**src/rtl/mem_loader.sv**
```systemverilog
// Byte-stream loader for the single-port BRAM.
// Assembles big-endian words, writes them to consecutive addresses, and keeps a running checksum.
module mem_loader #(
  parameter int AddrWidth = 8,
  parameter int DataWidth = 16
) (
  input  logic                 i_clk,
  input  logic                 i_rst,
  input  logic                 i_start,
  input  logic [AddrWidth-1:0] i_base_addr,
  input  logic [AddrWidth:0]   i_word_count,
  input  logic [7:0]           i_byte_in,
  input  logic                 i_byte_valid,
  output logic                 o_byte_ready,
  output logic [DataWidth-1:0] o_mem_din,
  output logic [AddrWidth-1:0] o_mem_address,
  output logic                 o_mem_write_en,
  output logic                 o_mem_en,
  output logic                 o_busy,
  output logic                 o_done,
  output logic [DataWidth-1:0] o_checksum
);

  localparam int BytesPerWord = DataWidth / 8;
  localparam int IdxWidth     = (BytesPerWord > 1) ? $clog2(BytesPerWord) : 1;

  typedef enum logic [1:0] {
    S_IDLE,
    S_COLLECT,
    S_WRITE,
    S_DONE
  } state_t;

  state_t                r_state;
  state_t                w_next;
  logic [IdxWidth-1:0]   r_byte_idx;
  logic [DataWidth-1:0]  r_word;
  logic [AddrWidth:0]    r_remaining;
  logic [DataWidth-1:0]  r_mem_din;
  logic [AddrWidth-1:0]  r_mem_address;
  logic [DataWidth-1:0]  r_checksum;
  logic                  r_byte_ready;
  logic                  r_mem_en;
  logic                  r_mem_write_en;
  logic                  r_busy;
  logic                  r_done;
  logic                  w_accept;
  logic                  w_last_byte;
  logic [DataWidth-1:0]  w_shifted;

  assign w_accept    = (r_state == S_COLLECT) && i_byte_valid && r_byte_ready;
  assign w_last_byte = (r_byte_idx == IdxWidth'(BytesPerWord - 1));
  assign w_shifted   = (r_word << 8) | DataWidth'(i_byte_in);

  always_ff @(posedge i_clk or posedge i_rst) begin
    if (i_rst) begin
      r_state <= S_IDLE;
    end else begin
      r_state <= w_next;
    end
  end

  always_comb begin
    w_next = r_state;
    case (r_state)
      S_IDLE: begin
        if (i_start) begin
          w_next = (i_word_count == '0) ? S_DONE : S_COLLECT;
        end
      end
      S_COLLECT: begin
        if (w_accept && w_last_byte) begin
          w_next = S_WRITE;
        end
      end
      S_WRITE: begin
        w_next = (r_remaining == (AddrWidth+1)'(1)) ? S_DONE : S_COLLECT;
      end
      S_DONE: begin
        w_next = S_IDLE;
      end
      default: begin
        w_next = S_IDLE;
      end
    endcase
  end

  // Outputs are registered from the next state so they are already valid at the BRAM's negedge.
  always_ff @(posedge i_clk or posedge i_rst) begin
    if (i_rst) begin
      r_byte_idx     <= '0;
      r_word         <= '0;
      r_remaining    <= '0;
      r_mem_din      <= '0;
      r_mem_address  <= '0;
      r_checksum     <= '0;
      r_byte_ready   <= 1'b0;
      r_mem_en       <= 1'b1;
      r_mem_write_en <= 1'b1;
      r_busy         <= 1'b0;
      r_done         <= 1'b0;
    end else begin
      r_byte_ready   <= (w_next == S_COLLECT);
      r_mem_en       <= (w_next != S_WRITE);
      r_mem_write_en <= (w_next != S_WRITE);
      r_busy         <= (w_next == S_COLLECT) || (w_next == S_WRITE);
      r_done         <= (w_next == S_DONE);
      case (r_state)
        S_IDLE: begin
          if (i_start) begin
            r_mem_address <= i_base_addr;
            r_remaining   <= i_word_count;
            r_checksum    <= '0;
            r_byte_idx    <= '0;
          end
        end
        S_COLLECT: begin
          if (w_accept) begin
            r_word <= w_shifted;
            if (w_last_byte) begin
              r_byte_idx <= '0;
              r_mem_din  <= w_shifted;
            end else begin
              r_byte_idx <= r_byte_idx + IdxWidth'(1);
            end
          end
        end
        S_WRITE: begin
          r_checksum    <= r_checksum + r_mem_din;
          r_mem_address <= r_mem_address + AddrWidth'(1);
          r_remaining   <= r_remaining - (AddrWidth+1)'(1);
        end
        default: begin
        end
      endcase
    end
  end

  assign o_byte_ready   = r_byte_ready;
  assign o_mem_din      = r_mem_din;
  assign o_mem_address  = r_mem_address;
  assign o_mem_write_en = r_mem_write_en;
  assign o_mem_en       = r_mem_en;
  assign o_busy         = r_busy;
  assign o_done         = r_done;
  assign o_checksum     = r_checksum;

endmodule

```
**config.mk**
```make
export PLATFORM = sky130hd
export DESIGN_NAME = mem_loader
export DESIGN_NICKNAME = d
export VERILOG_FILES = /design/src/rtl/mem_loader.sv
export SDC_FILE = /design/constraint.sdc
export NUM_CORES = 1
export LEC_CHECK = 0
export ABC_CLOCK_PERIOD_IN_PS = 3100
export CAP_MARGIN = 20
export CORE_UTILIZATION = 40
export CTS_CLUSTER_DIAMETER = 120
export DETAILED_ROUTE_END_ITERATION = 8
export HOLD_SLACK_MARGIN = 0.03
export SLEW_MARGIN = 10
export SYNTH_ARGS = -nofsm -noshare
export SYNTH_HDL_FRONTEND = slang
export SYNTH_SLANG_ARGS = --single-unit
```
**constraint.sdc**
```tcl
create_clock -name i_clk -period 3.1 [get_ports i_clk]
set_input_delay 0.465 -clock i_clk [delete_from_list [all_inputs] [get_ports i_clk]]
set_output_delay 0.465 -clock i_clk [all_outputs]
set_load 0.02 [all_outputs]
```
* Yosys cells after proc, flatten, opt, wreduce, memory -nomap -nowiden
Index checks and enable logic that the tools add are counted.
Cells by class: add/sub/neg operators 4, equal/unequal tests 10, mux-type cells 15, bitwise gates (word level) 1, reductions and logical operators 12
Operators by type and width (number):
- $pmux 16 s2 | 1
- $pmux 9 s2 | 1
- $add 16x16->16 | 1
- $mux 16 | 1
- $or 16x8->16 | 1
- $pmux 8 s2 | 1
- $eq 9x1->1 const B | 1
- $logic_not 9->1 | 1
- $mux 9 | 1
- $sub 9x1->9 const B | 1
- $add 8x1->8 const B | 1
- $eq 2x2->1 const B | 4
- $mux 2 | 4
- $mux 8 | 1
- $pmux 2 s4 | 1
- $ne 2x2->1 const B | 3
- $reduce_and 3->1 | 2
- $eq 2x1->1 const B | 2
- $reduce_and 2->1 | 2
- $reduce_bool 2->1 | 2
- $logic_and 1x1->1 | 3
- $mux 1 | 3
- $logic_not 2->1 | 1
- $pmux 1 s2 | 1
- 2 further kinds | 2
Storage, ports and cells: flip-flop bits (word level) 64, input port bits 29, output and inout bits 45, word-level logic and storage cells 53

* Depth between registers and ports, before layout
Gate-level depths: netlist of run 1.
depth in word-level cells 8, depth in mapped cells 9, gate-level depth less buffers 9

* Worst setup path after synthesis of run 1
OpenSTA, ideal clock, no wires.
path type flip-flop to flip-flop, start point register r_mem_din[11], in the netlist o_mem_din[11], end point register r_checksum[14], in the netlist o_checksum[14], setup time 130 ps, arrival 1983 ps, data required time 2970 ps, slack 988 ps, stages on the path, launching flop included 9, buffers on the path 1, period minus slack after synthesis 2112 ps, path through dfrtp_1 > ha_1 > buf_6 > a21o_1 > a21o_1 > a2111o_1 > o22ai_1 > xor2_1 > o21ai_1
Between the ends: word-level cells in the longest chain between the ends 2
RTL lines:
- start, declared | line 39 | logic [DataWidth-1:0] r_mem_din;
- start signal, assigned | line 122 | r_mem_din <= w_shifted;
- $add 16x16->16 | line 129 | r_checksum <= r_checksum + r_mem_din;
- $pmux 16 s2 | line 108 | case (r_state)
- end signal, assigned | line 129
- end, declared | line 41 | logic [DataWidth-1:0] r_checksum;
No other way between the ends. A chain may end at the register's enable or synchronous reset.

* Worst setup path after layout of run 1
start point register r_checksum[0], in the netlist o_checksum[0], end point register r_checksum[12], in the netlist o_checksum[12]
Between the ends: word-level cells in the longest chain between the ends 2
RTL lines (line):
- $add 16x16->16 | 129
- $pmux 16 s2 | 108
No other way between the ends.

==> results of run 1 <==
how the worst max path moves through the flow:
| stage | startpoint | end | slack, ns | cells after the start |
|---|---|---|---|---|
| 6_report | o_checksum[0] | o_checksum[12] | 0.85 | 8 |
| 5_1_grt | o_mem_din[0] | o_checksum[12] | 0.60 | 8 |
| 4_1_cts | o_mem_din[0] | o_checksum[12] | 0.85 | 8 |
| 3_5_place_dp | i_byte_valid | o_done | 0.72 | 7 |
| 3_3_place_gp | i_byte_valid | o_byte_ready | 0.80 | 7 |
| 2_1_floorplan | o_mem_din[11] | o_checksum[14] | 0.99 | 8 |
state kept, by name, indices dropped and copies added (netlist names):
| register | flops |
|---|---|
| o_done | 1 |
| o_mem_din | 16 |
| o_busy | 1 |
| r_byte_idx | 1 |
| o_mem_write_en | 1 |
| r_remaining | 9 |
| o_checksum | 16 |
| o_mem_address | 8 |
| r_state | 2 |
| o_byte_ready | 1 |
| r_word | 8 |
metal layers:
| metal | up-vias | GRT usage, % | wire, µm |
|---|---|---|---|
| met5 | - | 0 | 0 |
| met4 | 0 | 5.63 | 80 |
| met3 | 7 | 4.41 | 372 |
| met2 | 78 | 30.4 | 4040 |
| met1 | 1518 | 29.3 | 4530 |
| li1 | 1528 | - | - |
logic make-up after synthesis:
logic type               after synthesis
buffers and inverters                 30
AO/OA/AOI/OAI                        118
AND/OR/NAND/NOR                      123
XOR/XNOR                              12
multiplexers                          17
adder cells (fa/ha/maj)               22
flip-flops                            64
per-stage QoR:
step                instance area (µm²)  power [W]
finish                             4640    0.00440
global route                       4640    0.00475
CTS                                4640    0.00444
detailed placement                 4440    0.00367
floorplan                          3610    0.00287
global placement                   4440    0.00365
power by group through the flow:
stage	combinational, W	sequential, W	clock [W]
after global routing	0.00237	0.00157	0.000805
after floorplan	0.00115	0.00171	0
after detailed placement	0.00215	0.00152	0
after CTS	0.00216	0.00152	0.000759
after global placement	0.00213	0.00152	0
final	0.00216	0.00151	0.000734
final cells by class:
cell class                 count  area, µm²  area share [%]
clock buffer                  13        159            3.43
tap                          108        135            2.91
timing repair buffer          79        788            17.0
inverter                      14       52.6            1.13
sequential                    64       1600            34.5
clock inverter                 3       40.0           0.863
multi-input combinational    292       1860            40.1
Yosys cell counts (2+ instances only):
cell type  count
dfrtp_1       63
nand2_1       56
o21ai_0       40
a21oi_1       33
nor2_1        23
ha_1          21
mux2_2        16
inv_1         13
clkbuf_1      11
nand3_1       11
a21o_1         7
xor2_1         7
a22oi_1        6
a31oi_1        5
nor3_1         5
o21a_1         5
xnor2_1        5
and3_1         4
nand2b_1       4
nor2b_1        4
nor4_1         4
o22ai_1        4
and4_1         3
o21ai_1        3
buf_6          2
nand4_1        2
o211ai_1       2
worst max-delay path, stage by stage, from the launching register on:
cell	delay [ns]
dfrtp_1	0.38
ha_1	0.22
inv_1	0.07
fa_1	0.40
nor2b_1	0.16
o2111ai_1	0.19
a21oi_1	0.30
nor2_1	0.10
o311ai_0	0.31
==> flow_summary.toml, run 1 <==
[logic_synthesis]
synthCells = 386
synthArstFlopShare_pct = 100
synth_top_area_share_pct = 43.7
synthAdderAreaFrac_pct = 7.84
synth_nets = 437
synth-simple-area-share_pct = 16.0
synth_edf_count = 0
synthXorXnorAreaFrac_pct = 2.91
muxShareOfSynthArea_pct = 5.27
seq_area_frac_synth_pct = 44.4
synth_cell_types = 54
synth.cell_area_um2 = 3610
synth-compound-area-share_pct = 19.6
ys_ff_latch = 64
syn_avg_cell_area_um2 = 9.35
synth_ff_type = "dfrtp_1"
synth_top_cell_by_area = "dfrtp_1"
synth_warnings = 0
synth_area_leaders = "dfrtp_1 (44%), ha_1 (7.3%), nand2_1 (5.8%)"
synth_top_family_by_area = "compound AO/OA/AOI/OAI gates"

[layout]
final_cell_mix = "clkdlybuf4s50_1 (73), dfrtp_1 (63), nand2_1 (56)"
n_antenna_cell = 0
nFillCells = 785
final_common_cell = "clkdlybuf4s50_1"
fin_util_pct = 53.2
syn2layout_area_growth_pct = 28.6
drive_gt1_share_pct = 9.89
nNetsFinal = 511
stdcell_count = 573

[timing]
setup_viol = 0
fin_setup_tns_ns = 0
final-hold-violation-count = 0
timing.hold.ws_ns = 0.480
min_period_ns = 2.25
rsz0062_at_grt = "no"
tightest_slew_ns = 0.802
slew_viol_final = 0
fin_skew_ns = 0.0122
period_share_pct = 72.6
fmax_mhz = 444
max-slew-margin-rel_pct = 46.4
setup_ws_ns = 0.848

[clocking]
cts_buffer_depth = 2
clock_latency_ns = 0.33
cts-resized-gates = 0
clock_sinks = 64
cts_hold_buf = 0
clk_pin_slew_worst_paths_ns = 0.07
numCtsBuffers = 9
cts_tree = "built"
ctsHtreeMaxLevel = 3
post_cts_buffers = 0
cts_root_buffer = "clkbuf_8"

[placed_design]
dpl.cell_count = 557
post-dp-hpwl_um = 6400
gp_congestion = 0.837
dpl_worst_slack_ns = 0.721
port-buffer-count = 73

[status]
status = "finished, final reports clean"

[floorplanning]
dieArea_um2 = 9400
die_height_um = 97.0
num_rows = 34
initial_core_util_pct = 41.4
die_w_um = 97.0
io_pins = 74
core_um2 = 8720

[power]
power_switching_share_pct = 41.5
p_sw_w = 0.00183
power_density_nw_per_um2 = 949
pwr-share-comb_pct = 48.9
seq_power_share_pct = 34.4
ir_drop_mv = 0.370
p_int_w = 0.00258
leakage_nw = 2.05
share_clk_of_total_power_pct = 16.7

[global_routing]
antenna_found_initial = 0
overflow = 0
grt_max_degree = 65
grt_pass1_wl_um = 15300
grtUsageTotal_pct = 20.2
grt_pass1_vias = 2982

[min_path]
hold_class = "reg -> reg"
worstHoldPathCells = 2
min_from = "r_word[1]"
holdPathEnd = "r_word[1]"

[detailed_routing]
drt_iter0_drc = 152
ant_nets = 0
drtPass1Iterations = 5
num_vias = 3131
drc = 0
wire_per_inst_um = 15.7
vias_per_cell = 5.46
wl_um = 9020

[worst_setup_path]
rr_startpoint = "o_checksum[0]"
worstRegToRegCells = 8
cp-start-kind = "register"
cp_max_fo = 3
cp.arrival_ns = 2.46
required_ns = 3.31
reg2reg_to = "o_checksum[12]"
r2r_slack_ns = 0.85
crit_path_end_kind = "register"
critical_path_class = "reg -> reg"

[flow_run]
maxCapViolCount = 0
(Power assumes the default switching activity.)
==> run 2: changes to the inputs <==
--- a/config.mk
+++ b/config.mk
@@ -5,7 +5,7 @@
 export SDC_FILE = /design/constraint.sdc
 export NUM_CORES = 1
 export LEC_CHECK = 0
-export ABC_CLOCK_PERIOD_IN_PS = 3100
+export ABC_CLOCK_PERIOD_IN_PS = 2100
 export CAP_MARGIN = 20
 export CORE_UTILIZATION = 40
 export CTS_CLUSTER_DIAMETER = 120
==> constraint.sdc (replaced) <==
create_clock -name i_clk -period 2.1 [get_ports i_clk]
set_input_delay 0.315 -clock i_clk [delete_from_list [all_inputs] [get_ports i_clk]]
set_output_delay 0.315 -clock i_clk [all_outputs]
set_load 0.02 [all_outputs]
==> flow_summary.toml, run 2 (synthesized netlist as in run 1, its figures left out) <==
[power]
power_switching_share_pct = 41.8
p_int_w = 0.00410
share_clk_of_total_power_pct = 13.1
power_density_nw_per_um2 = 1400
ir_drop_mv = 0.671
leakage_nw = 2.24
seq_power_share_pct = 32.3
pwr-share-comb_pct = 54.6
p_sw_w = 0.00294

[layout]
drive_gt1_share_pct = 20.0
stdcell_count = 612
final_cell_mix = "clkdlybuf4s50_1 (73), dfrtp_1 (62), nand2_1 (56)"
final_common_cell = "clkdlybuf4s50_1"
nNetsFinal = 550
n_antenna_cell = 0
syn2layout_area_growth_pct = 39.3

[clocking]
clock_latency_ns = 0.35
clk_pin_slew_worst_paths_ns = 0.08
cts_buffer_depth = 2
ctsHtreeMaxLevel = 3
cts_root_buffer = "clkbuf_8"
cts_tree = "built"
numCtsBuffers = 9
clock_sinks = 64

[flow_run]
maxCapViolCount = 0

[worst_setup_path]
required_ns = 2.38
cp-start-kind = "register"
cp.arrival_ns = 2.35
critical_path_class = "reg -> reg"
cp_max_fo = 3
crit_path_end_kind = "register"

[timing]
tightest_slew_ns = 0.476
setup_viol = 0
max-slew-margin-rel_pct = 68.0
rsz0062_at_grt = "yes"
min_period_ns = 2.07
slew_viol_final = 0
fmax_mhz = 484
fin_skew_ns = 0.0134
timing.hold.ws_ns = 0.355
final-hold-violation-count = 0
setup_ws_ns = 0.0330
period_share_pct = 98.4

[floorplanning]
core_um2 = 8720
die_height_um = 97.0
initial_core_util_pct = 41.4
num_rows = 34
dieArea_um2 = 9400
io_pins = 74
die_w_um = 97.0

[placed_design]
dpl.cell_count = 591
gp_congestion = 0.870
dpl_worst_slack_ns = -0.0163
port-buffer-count = 73
post-dp-hpwl_um = 7040

[global_routing]
grt_pass1_wl_um = 16500
grtUsageTotal_pct = 22.1
grt_pass1_vias = 3259
antenna_found_initial = 0
grt_max_degree = 65
overflow = 0

[detailed_routing]
ant_nets = 0
vias_per_cell = 5.36
num_vias = 3281
drtPass1Iterations = 5
wl_um = 9880
drc = 0
wire_per_inst_um = 16.1
drt_iter0_drc = 144

[status]
status = "finished, final reports clean"

[min_path]
hold_class = "in -> async"
run 2: cell types whose count changed in the layout (fill, tap and decap cells not counted), moves of 2 or more:
cell	previous run	this run
ha_1	21	14
clkbuf_8	11	9
ha_4	0	5
a21oi_2	0	2
buf_4	5	42
a21oi_1	33	31
ha_2	0	2
run 2: final cells by class:
type,count,area [µm²]
Timing Repair Buffer,118,1100
Sequential cell,64,1600
Clock inverter,4,22.5
Tap cell,108,135
Fill cell,762,3700
Clock buffer,12,135
Multi-Input combinational cell,292,1980
Inverter,14,52.6
run 2: per-layer routing:
metal	vias to the layer above	wire, µm	global-route usage (%)
met2	79	4610	33.5
met4	0	122	6.89
met1	1595	4760	32.2
met3	10	394	3.76
met5	-	0	0
li1	1597	-	-
run 2: what timing repair did:
item | in CTS | in global routing
hold buffers | 0 | 0
gates resized for setup | 2 | 18
setup endpoints to repair | 3 | 10
hold endpoints to repair | 0 | 0
pin swaps | 0 | 10
setup buffers | 0 | 5
run 2: final timing paths:
| check | start | to | slack [ns] | depth (start not counted) |
|---|---|---|---|---|
| worst min register to register | r_word[5] | r_word[5] | 0.48 | 2 |
| worst min-delay path | i_rst | o_checksum[3] | 0.36 | 3 |
| max in group asynchronous | i_rst | o_mem_write_en | 1.42 | 3 |
| worst max register to register | o_checksum[5] | o_checksum[15] | 0.03 | 7 |
| min in group i_clk | r_word[5] | r_word[5] | 0.48 | 2 |
| worst max-delay path | o_checksum[5] | o_checksum[15] | 0.03 | 7 |
run 2: critical path, stage by stage (launching register included):
cell and delay [ns]:
dfrtp_1 0.42, ha_1 0.33, o21a_1 0.19, o211ai_1 0.22
o2bb2ai_2 0.09, o21a_1 0.19, or4_4 0.48, o211ai_2 0.08
run 2: metrics by stage:
step / TNS [ns] / total power [W] / util (%) / cell area [µm²]
final: 0 / 0.00704 / 57.6 / 5020
after global routing: -0.0530 / 0.00756 / 57.6 / 5020
after CTS: 0 / 0.00684 / 55.9 / 4870
after detailed placement: -0.0163 / 0.00588 / 54.0 / 4710
after global placement: 0 / 0.00581 / 54.0 / 4710
after floorplan: 0 / 0.00424 / - / 3610
run 2: power groups by stage:
stage | clock (W) | combinational (W) | sequential, W
5_1_grt | 0.000999 | 0.00421 | 0.00235
6_report | 0.000923 | 0.00384 | 0.00227
3_5_place_dp | 0 | 0.00364 | 0.00224
2_1_floorplan | 0 | 0.00170 | 0.00253
3_3_place_gp | 0 | 0.00359 | 0.00222
4_1_cts | 0.000945 | 0.00367 | 0.00222
==> run 3: changes to the inputs <==
--- a/config.mk
+++ b/config.mk
@@ -5,12 +5,13 @@
 export SDC_FILE = /design/constraint.sdc
 export NUM_CORES = 1
 export LEC_CHECK = 0
-export ABC_CLOCK_PERIOD_IN_PS = 2100
 export CAP_MARGIN = 20
 export CORE_UTILIZATION = 40
 export CTS_CLUSTER_DIAMETER = 120
 export DETAILED_ROUTE_END_ITERATION = 8
 export HOLD_SLACK_MARGIN = 0.03
+export PLACE_DENSITY = 0.75
+export SKIP_LAST_GASP = 1
 export SLEW_MARGIN = 10
 export SYNTH_ARGS = -nofsm -noshare
 export SYNTH_HDL_FRONTEND = slang
==> flow_summary.toml, run 3 (synthesized netlist as in run 1, its figures left out) <==
[status]
status = "finished, final reports clean"

[timing]
slew_viol_final = 0
setup_viol = 0
setup_ws_ns = 0.0202
timing.hold.ws_ns = 0.270
tightest_slew_ns = 0.435
fmax_mhz = 481
period_share_pct = 99.0
fin_skew_ns = 0.00795
final-hold-violation-count = 0
min_period_ns = 2.08
rsz0062_at_grt = "yes"
max-slew-margin-rel_pct = 70.8

[global_routing]
overflow = 0
grt_max_degree = 41
antenna_found_initial = 0
grt_pass1_vias = 3394
grtUsageTotal_pct = 21.5
grt_pass1_wl_um = 16100

[worst_setup_path]
crit_path_end_kind = "register"
critical_path_class = "reg -> reg"
required_ns = 2.37
cp-start-kind = "register"
cp_max_fo = 2
cp.arrival_ns = 2.35

[clocking]
cts_root_buffer = "clkbuf_8"
cts_buffer_depth = 2
ctsHtreeMaxLevel = 3
numCtsBuffers = 9
cts_hold_buf = 0
clock_latency_ns = 0.35
cts_tree = "built"
clk_pin_slew_worst_paths_ns = 0.08
clock_sinks = 64
post_cts_buffers = 0

[detailed_routing]
vias_per_cell = 5.57
drt_iter0_drc = 147
wire_per_inst_um = 16.3
wl_um = 9870
drtPass1Iterations = 4
drc = 0
ant_nets = 0
num_vias = 3371

[min_path]
hold_class = "in -> async"

[floorplanning]
num_rows = 34
io_pins = 74
initial_core_util_pct = 41.4
core_um2 = 8720
dieArea_um2 = 9400
die_height_um = 97.0
die_w_um = 97.0

[placed_design]
dpl_worst_slack_ns = -0.130
gp_congestion = 0.924
post-dp-hpwl_um = 7140
placed_area_um2 = 4690
port-buffer-count = 73

[layout]
fin_area_um2 = 4980
nFillCells = 760
final_common_cell = "clkdlybuf4s50_1"
final_cell_mix = "clkdlybuf4s50_1 (73), dfrtp_1 (62), nand2_1 (56)"
n_antenna_cell = 0
nNetsFinal = 543
drive_gt1_share_pct = 18.9
syn2layout_area_growth_pct = 38.2

[power]
leakage_nw = 2.22
ir_drop_mv = 0.789
total_power_w = 0.00715
power_density_nw_per_um2 = 1430

[flow_run]
maxCapViolCount = 0
==> run 3: cell types whose count changed in the layout (fill, tap and decap cells not counted), moves of 2 or more <==
cell and delta:
clkinvlp_4 +2, ha_2 +2, bufinv_16 +2, buf_4 -7, clkbuf_1 -3, clkinv_2 -2, ha_4 -3
==> run 3: worst paths after layout <==
path | startpoint | slack, ns | cells past startpoint | endpoint
max | o_mem_din[0] | 0.02 | 8 | o_checksum[15]
min | i_rst | 0.27 | 2 | o_mem_address[6]
max reg2reg | o_mem_din[0] | 0.02 | 8 | o_checksum[15]
min reg2reg | r_word[3] | 0.49 | 2 | r_word[3]
max in group asynchronous | i_rst | 1.28 | 3 | o_mem_din[11]
min in group i_clk | r_word[3] | 0.49 | 2 | r_word[3]
==> run 3: report_power, final <==
group	internal (W)	switching, W
logic	0.00181	0.00193
clock network	0.000667	0.000517
registers	0.00174	0.000484
total	0.00422	0.00293
==> run 3: final cells by class <==
type	instances	area [µm²]	share of cell area, %
Inverter	14	52.6	1.05
Tap cell	108	135	2.71
Clock buffer	9	124	2.48
Timing Repair Buffer	111	1040	21.0
Clock inverter	7	96.3	1.93
Sequential cell	64	1600	32.2
Multi-Input combinational cell	292	1930	38.7
==> run 3: critical path: stages, from the launching register on <==
cell,delay (ns)
dfrtp_1,0.41
ha_2,0.19
buf_6,0.11
a211oi_2,0.24
o211a_1,0.24
o2bb2ai_2,0.08
o21a_1,0.18
or4_4,0.48
o211ai_2,0.08
==> run 3: repair_timing <==
item | CTS | global route
pin swaps | 1 | 10
setup endpoints to repair | 3 | 7
hold endpoints to repair | 0 | 0
gates resized for setup | 3 | 13
==> run 3: per-stage QoR <==
stage | setup TNS [ns] | util (%) | cells
floorplan | 0 | - | 386
global placement | -0.0400 | 53.8 | 589
detailed placement | -0.192 | 53.8 | 589
CTS | 0 | 56.4 | 605
global route | -0.250 | 57.2 | 605
finish | 0 | 57.2 | 605
==> run 3: per-layer routing <==
| layer | global-route usage (%) | routed length (µm) |
|---|---|---|
| met1 | 24.5 | 3950 |
| met2 | 37.6 | 4910 |
| met3 | 5.78 | 665 |
| met4 | 9.18 | 338 |
| met5 | 0 | 0 |
